### src/rtl/cic_decimator_multistage.sv
// Multistage CIC decimator: pipelined integrators, decimated combs,
// round-half-up shift by N*log2(R), saturation and warm-up suppression.
module cic_decimator_multistage #(
  parameter int INPUT_WIDTH    = 16,
  parameter int N_STAGES       = 3,
  parameter int LOG2_MAX_DECIM = 6
) (
  input  logic                                      clk,
  input  logic                                      rst_n,
  input  logic                                      clear,
  input  logic [$clog2(LOG2_MAX_DECIM+1)-1:0]       log2_decim,
  input  logic signed [INPUT_WIDTH-1:0]             din,
  input  logic                                      din_valid,
  output logic signed [INPUT_WIDTH-1:0]             dout,
  output logic                                      dout_valid
);

  localparam int IW = INPUT_WIDTH + N_STAGES * LOG2_MAX_DECIM;
  localparam int LW = $clog2(LOG2_MAX_DECIM + 1);
  localparam int CW = LOG2_MAX_DECIM;
  localparam int SW = $clog2(N_STAGES * LOG2_MAX_DECIM + 1);
  localparam int WW = $clog2(N_STAGES + 1);
  localparam logic signed [IW:0] SMAX = (IW+1)'(2**(INPUT_WIDTH-1) - 1);
  localparam logic signed [IW:0] SMIN = -(IW+1)'(2**(INPUT_WIDTH-1));

  logic [LW-1:0] rate_req;
  logic [LW-1:0] rate_q;
  logic          flush;
  logic [CW:0]   one_hot;
  logic [CW-1:0] mask;
  logic [CW-1:0] cnt;
  logic          last;
  logic [SW-1:0] shamt;
  logic signed [IW:0] half;

  logic signed [IW-1:0] integ [N_STAGES];
  logic [N_STAGES-1:0]  iv;
  logic [N_STAGES-1:0]  im;

  logic signed [IW-1:0] comb [N_STAGES];
  logic signed [IW-1:0] dly  [N_STAGES];
  logic [N_STAGES-1:0]  cv;

  logic signed [IW:0]   comb_ext;
  logic signed [IW:0]   rnd;
  logic signed [IW:0]   shf;
  logic                 rv;
  logic                 sv;
  logic [WW-1:0]        wu;
  logic signed [INPUT_WIDTH-1:0] sat_val;

  assign rate_req = (log2_decim > LW'(LOG2_MAX_DECIM)) ?
                    LW'(LOG2_MAX_DECIM) : log2_decim;
  assign flush    = clear | (rate_req != rate_q);
  assign one_hot  = (CW+1)'(1) << rate_q;
  assign mask     = one_hot[CW-1:0] - CW'(1);
  assign last     = (cnt == mask);
  assign shamt    = SW'(N_STAGES) * SW'(rate_q);
  assign half     = (shamt == '0) ? '0 : ((IW+1)'(1) << (shamt - SW'(1)));
  assign comb_ext = {comb[N_STAGES-1][IW-1], comb[N_STAGES-1]};

  always_comb begin
    sat_val = INPUT_WIDTH'(shf);
    if (shf > SMAX)      sat_val = INPUT_WIDTH'(SMAX);
    else if (shf < SMIN) sat_val = INPUT_WIDTH'(SMIN);
  end

  always_ff @(posedge clk or negedge rst_n) begin
    if (!rst_n) rate_q <= '0;
    else        rate_q <= rate_req;
  end

  // Integrator tokens carry the decimation mark down to the comb section.
  always_ff @(posedge clk or negedge rst_n) begin
    if (!rst_n) begin
      cnt <= '0;
      iv  <= '0;
      im  <= '0;
      for (int k = 0; k < N_STAGES; k++) integ[k] <= '0;
    end else if (flush) begin
      cnt <= '0;
      iv  <= '0;
      im  <= '0;
      for (int k = 0; k < N_STAGES; k++) integ[k] <= '0;
    end else begin
      iv[0] <= din_valid;
      im[0] <= din_valid & last;
      if (din_valid) begin
        integ[0] <= integ[0] + IW'(din);
        cnt      <= last ? '0 : cnt + CW'(1);
      end
      for (int k = 1; k < N_STAGES; k++) begin
        iv[k] <= iv[k-1];
        im[k] <= im[k-1] & iv[k-1];
        if (iv[k-1]) integ[k] <= integ[k] + integ[k-1];
      end
    end
  end

  always_ff @(posedge clk or negedge rst_n) begin
    if (!rst_n) begin
      cv <= '0;
      for (int k = 0; k < N_STAGES; k++) begin
        comb[k] <= '0;
        dly[k]  <= '0;
      end
    end else if (flush) begin
      cv <= '0;
      for (int k = 0; k < N_STAGES; k++) begin
        comb[k] <= '0;
        dly[k]  <= '0;
      end
    end else begin
      cv[0] <= iv[N_STAGES-1] & im[N_STAGES-1];
      if (iv[N_STAGES-1] & im[N_STAGES-1]) begin
        comb[0] <= integ[N_STAGES-1] - dly[0];
        dly[0]  <= integ[N_STAGES-1];
      end
      for (int k = 1; k < N_STAGES; k++) begin
        cv[k] <= cv[k-1];
        if (cv[k-1]) begin
          comb[k] <= comb[k-1] - dly[k];
          dly[k]  <= comb[k-1];
        end
      end
    end
  end

  always_ff @(posedge clk or negedge rst_n) begin
    if (!rst_n) begin
      rv         <= 1'b0;
      sv         <= 1'b0;
      rnd        <= '0;
      shf        <= '0;
      wu         <= WW'(N_STAGES);
      dout       <= '0;
      dout_valid <= 1'b0;
    end else if (flush) begin
      rv         <= 1'b0;
      sv         <= 1'b0;
      rnd        <= '0;
      shf        <= '0;
      wu         <= WW'(N_STAGES);
      dout_valid <= 1'b0;
    end else begin
      rv         <= cv[N_STAGES-1];
      sv         <= rv;
      dout_valid <= sv && (wu == '0);
      if (cv[N_STAGES-1]) rnd <= comb_ext + half;
      if (rv)             shf <= rnd >>> shamt;
      if (sv) begin
        if (wu != '0) wu   <= wu - WW'(1);
        else          dout <= sat_val;
      end
    end
  end

endmodule

### config.mk
export PLATFORM = sky130hd
export DESIGN_NAME = cic_decimator_multistage
export DESIGN_NICKNAME = d
export VERILOG_FILES = /design/src/rtl/cic_decimator_multistage.sv
export SDC_FILE = /design/constraint.sdc
export NUM_CORES = 1
export LEC_CHECK = 0
export CAP_MARGIN = 5
export CELL_PAD_IN_SITES_DETAIL_PLACEMENT = 0
export CELL_PAD_IN_SITES_GLOBAL_PLACEMENT = 1
export CORE_ASPECT_RATIO = 1.4
export CORE_MARGIN = 5
export CORE_UTILIZATION = 25
export CTS_CLUSTER_DIAMETER = 30
export DETAILED_ROUTE_END_ITERATION = 12
export PLACE_DENSITY = 0.49
export SKIP_CTS_REPAIR_TIMING = 1
export SLEW_MARGIN = 0
export SYNTH_ARGS = -nofsm -noshare
export SYNTH_HDL_FRONTEND = slang
export SYNTH_SLANG_ARGS = --single-unit
### constraint.sdc
create_clock -name clk -period 11.7 [get_ports clk]
set_input_delay 1.17 -clock clk [delete_from_list [all_inputs] [get_ports clk]]
set_output_delay 1.17 -clock clk [all_outputs]
set_load 0.02 [all_outputs]
==> run metrics <==
status finished, final reports clean; Die H 418 µm; Worst Path Max Fanout 49; CTS HTree Levels 4; # DRC 0; Crit path max-delay family compound AO/OA/AOI/OAI gates; layout cells sized above 1 8.64%; Final Wtd Congestion 0.782; worst stage delay on the critical path 700 ps; Die Area 126000 µm²; Data arrival, critical path 6770 ps; sw frac 23.1%; row count 150; Yosys warning total 0; Syn-to-layout area delta 22.0%; clock power share 67.4%; Max clock buf depth 3; Tot GR Track Use 14.0%; Nets 3652; max_cap viols 0; DR vias 24.2k; CTS tree done; core box area 119000 µm²; largest net degree at the start of global routing 185; Lkg Pwr 16.4 nW; Comb power frac 4.9%; Worst Hold Class in -> async; number of synthesized register bits 415; PortBufs 39; Slowest-stage cell, CP a31oi_1; CP endpoint kind register; Final min period 6210 ps; TritonRoute pass-1 iters 5; Sink Count 415; most numerous cell in the Yosys netlist nor2_1; Seq/Total Area, Yosys 34.9%; ys flop type dfrtp_1; Via density 4.77; most frequent CP cell a21oi_1; post-route setup slack 5490 ps; Crit path required time 12260 ps; initial drt markers 1007; Final Skew 33.6 ps; EDFF count, synth 0; Synth Instances 3335; Crit Path Class reg -> reg; setup violators final 0; Post-DRT Antenna Nets 0; average cell area after synthesis 8.93 µm²; initial antenna violation count 0; Setup TNS 0 ps; post-synth top area cell dfrtp_1; synthesized cell area 29800 µm²; internal power 4.01 mW; critical path launch point type register; worst relative slew slack 33.5%; syn_nets 3607; final core occ 30.6%; Cell variety after synth 79; Critical Path, Cell by Cell ha_1 -> inv_1 -> a21oi_1 -> xnor2_2 -> buf_4 -> xnor2_1 -> nor3_1 -> a31oi_1 -> nor2_1 -> ha_1 -> a21o_1 -> or3_1 -> a31oi_1 -> o211a_1 -> o31a_1 -> o21ai_0 -> a21oi_1 -> o211ai_1 -> nand3_1 -> xor2_1 -> a21oi_1; CTS clk-pin slew, worst paths 40 ps; dpl ws 5530 ps; IO Pins 40; final slew viol count 0; first-pass GRT wire length 142000 µm; CP bufs+invs 2; Synth top area share 34.7%; Num CTS Buffers 130; initial core utilization 25.0%; Diodes inserted 0; Wirelength per Cell 17.5 µm; worst-margin pin slew 994 ps; Chip Width 302 µm; highest achievable clock rate 161 MHz; Power per Cell Area 144 nW/µm²; RSZ-0062 raised after global routing no; gr ovfl total 0; top post-synthesis cells by area dfrtp_1 35%, ha_1 10%, mux2i_1 7.9%; crit share post-route 53.1%; HPWL Detailed 64900 µm; sequential fraction of design power 27.8%; synth cell count leaders 435 x nor2_1, 413 x dfrtp_1, 247 x nand2_1; # fillers 12.7k; final hold vios 0; Async S/R FF share, synth 100%; clock latency on the worst-skew pair 720 ps; Psw 1.21 mW; WHS 465 ps; DRT Wirelength 88700 µm; vias in the first global route 25.1k; Worst VDD drop 0.133 mV; Root Buffer clkbuf_16
-- placed cells by master (no fill, tap or decap), types with 133 or more instances in the layout --
cell       count
inv_1        156
xnor2_1      140
dfrtp_1      407
ha_1         242
nor2_1       435
nand2_1      247
o21ai_0      187
a21oi_1      222
clkbuf_16    133
mux2i_1      236
a21o_1       145
-- path summary, 6_finish.rpt --
kind / slack [ps] / to / startpoint / cells past startpoint
setup / recovery: 5490 / rnd[33] / rate_q[2] / 21
hold / removal: 470 / dly[42] / rst_n / 1
setup reg to reg: 5490 / rnd[33] / rate_q[2] / 21
hold reg to reg: 470 / im[1] / im[0] / 1
max in group asynchronous: 9020 / rate_q[0] / rst_n / 3
min in group clk: 470 / im[1] / im[0] / 1
-- state kept, by name (all words and copies together) (netlist names) --
signal,count
iv,3
dly,102
shf,35
cnt,6
wu,2
rv,1
comb,102
integ,102
cv,3
dout,16
sv,1
rnd,35
rate_q,3
im,3
dout_valid,1
-- cell type report --
cell class              instances  area, µm²  share of cell area (%)
inverters                     158        593                    1.63
clock buffers                 170       3630                    9.98
well taps                    1596       2000                    5.49
flip-flops and latches        415      10400                    28.6
repair buffers                 65        611                    1.68
clock inverters                66        831                    2.29
multi-input cells            2610      18300                    50.3
-- worst reg2reg max path, cell delays in order (launching register included) --
cell      delay, ps
dfrtp_1         570
ha_1            540
inv_1            70
a21oi_1         320
xnor2_2         150
buf_4           470
xnor2_1         270
nor3_1           80
a31oi_1         700
nor2_1          100
ha_1            350
a21o_1          200
or3_1           300
a31oi_1         290
o211a_1         270
o31a_1          200
o21ai_0         190
a21oi_1         490
o211ai_1        180
nand3_1         120
xor2_1          150
a21oi_1          80
-- per-stage QoR --
stage | cells | total power, mW | instance area (µm²)
floorplan | 3335 | 1.63 | 29800
global placement | 4844 | 1.73 | 31900
detailed placement | 4844 | 1.73 | 31900
CTS | 5080 | 5.32 | 36400
global route | 5080 | 5.42 | 36400
finish | 5080 | 5.22 | 36400
-- metal layers --
layer	up-vias	track usage, %	share of wire (%)
met5	-	0	0
met4	0	5.46	3.2
met3	155	2.40	2.4
met2	282	25.7	52
met1	11661	16.2	42
li1	12110	-	-
-- kinds of logic (layout without fill, tap and decap cells) --
logic type	Yosys count	after routing	share of synthesized area, %
adders and majority gates	249	249	10.6
and+or+nand+nor	988	988	14.8
xor gates and xnor gates	219	219	6.44
DFF	415	415	34.9
buffers and inverters	310	459	3.91
AOI/OAI and AO/OA	890	890	19.5
muxes	264	264	9.89
-- power by group through the flow --
stage	Clock (mW)	Sequential, mW	Combinational, mW
after detailed placement	0	1.47	0.262
after CTS	3.61	1.45	0.263
after floorplan	0	1.47	0.158
after global placement	0	1.47	0.262
final	3.52	1.45	0.255
after global routing	3.69	1.45	0.285
(Power assumes the default switching activity.)
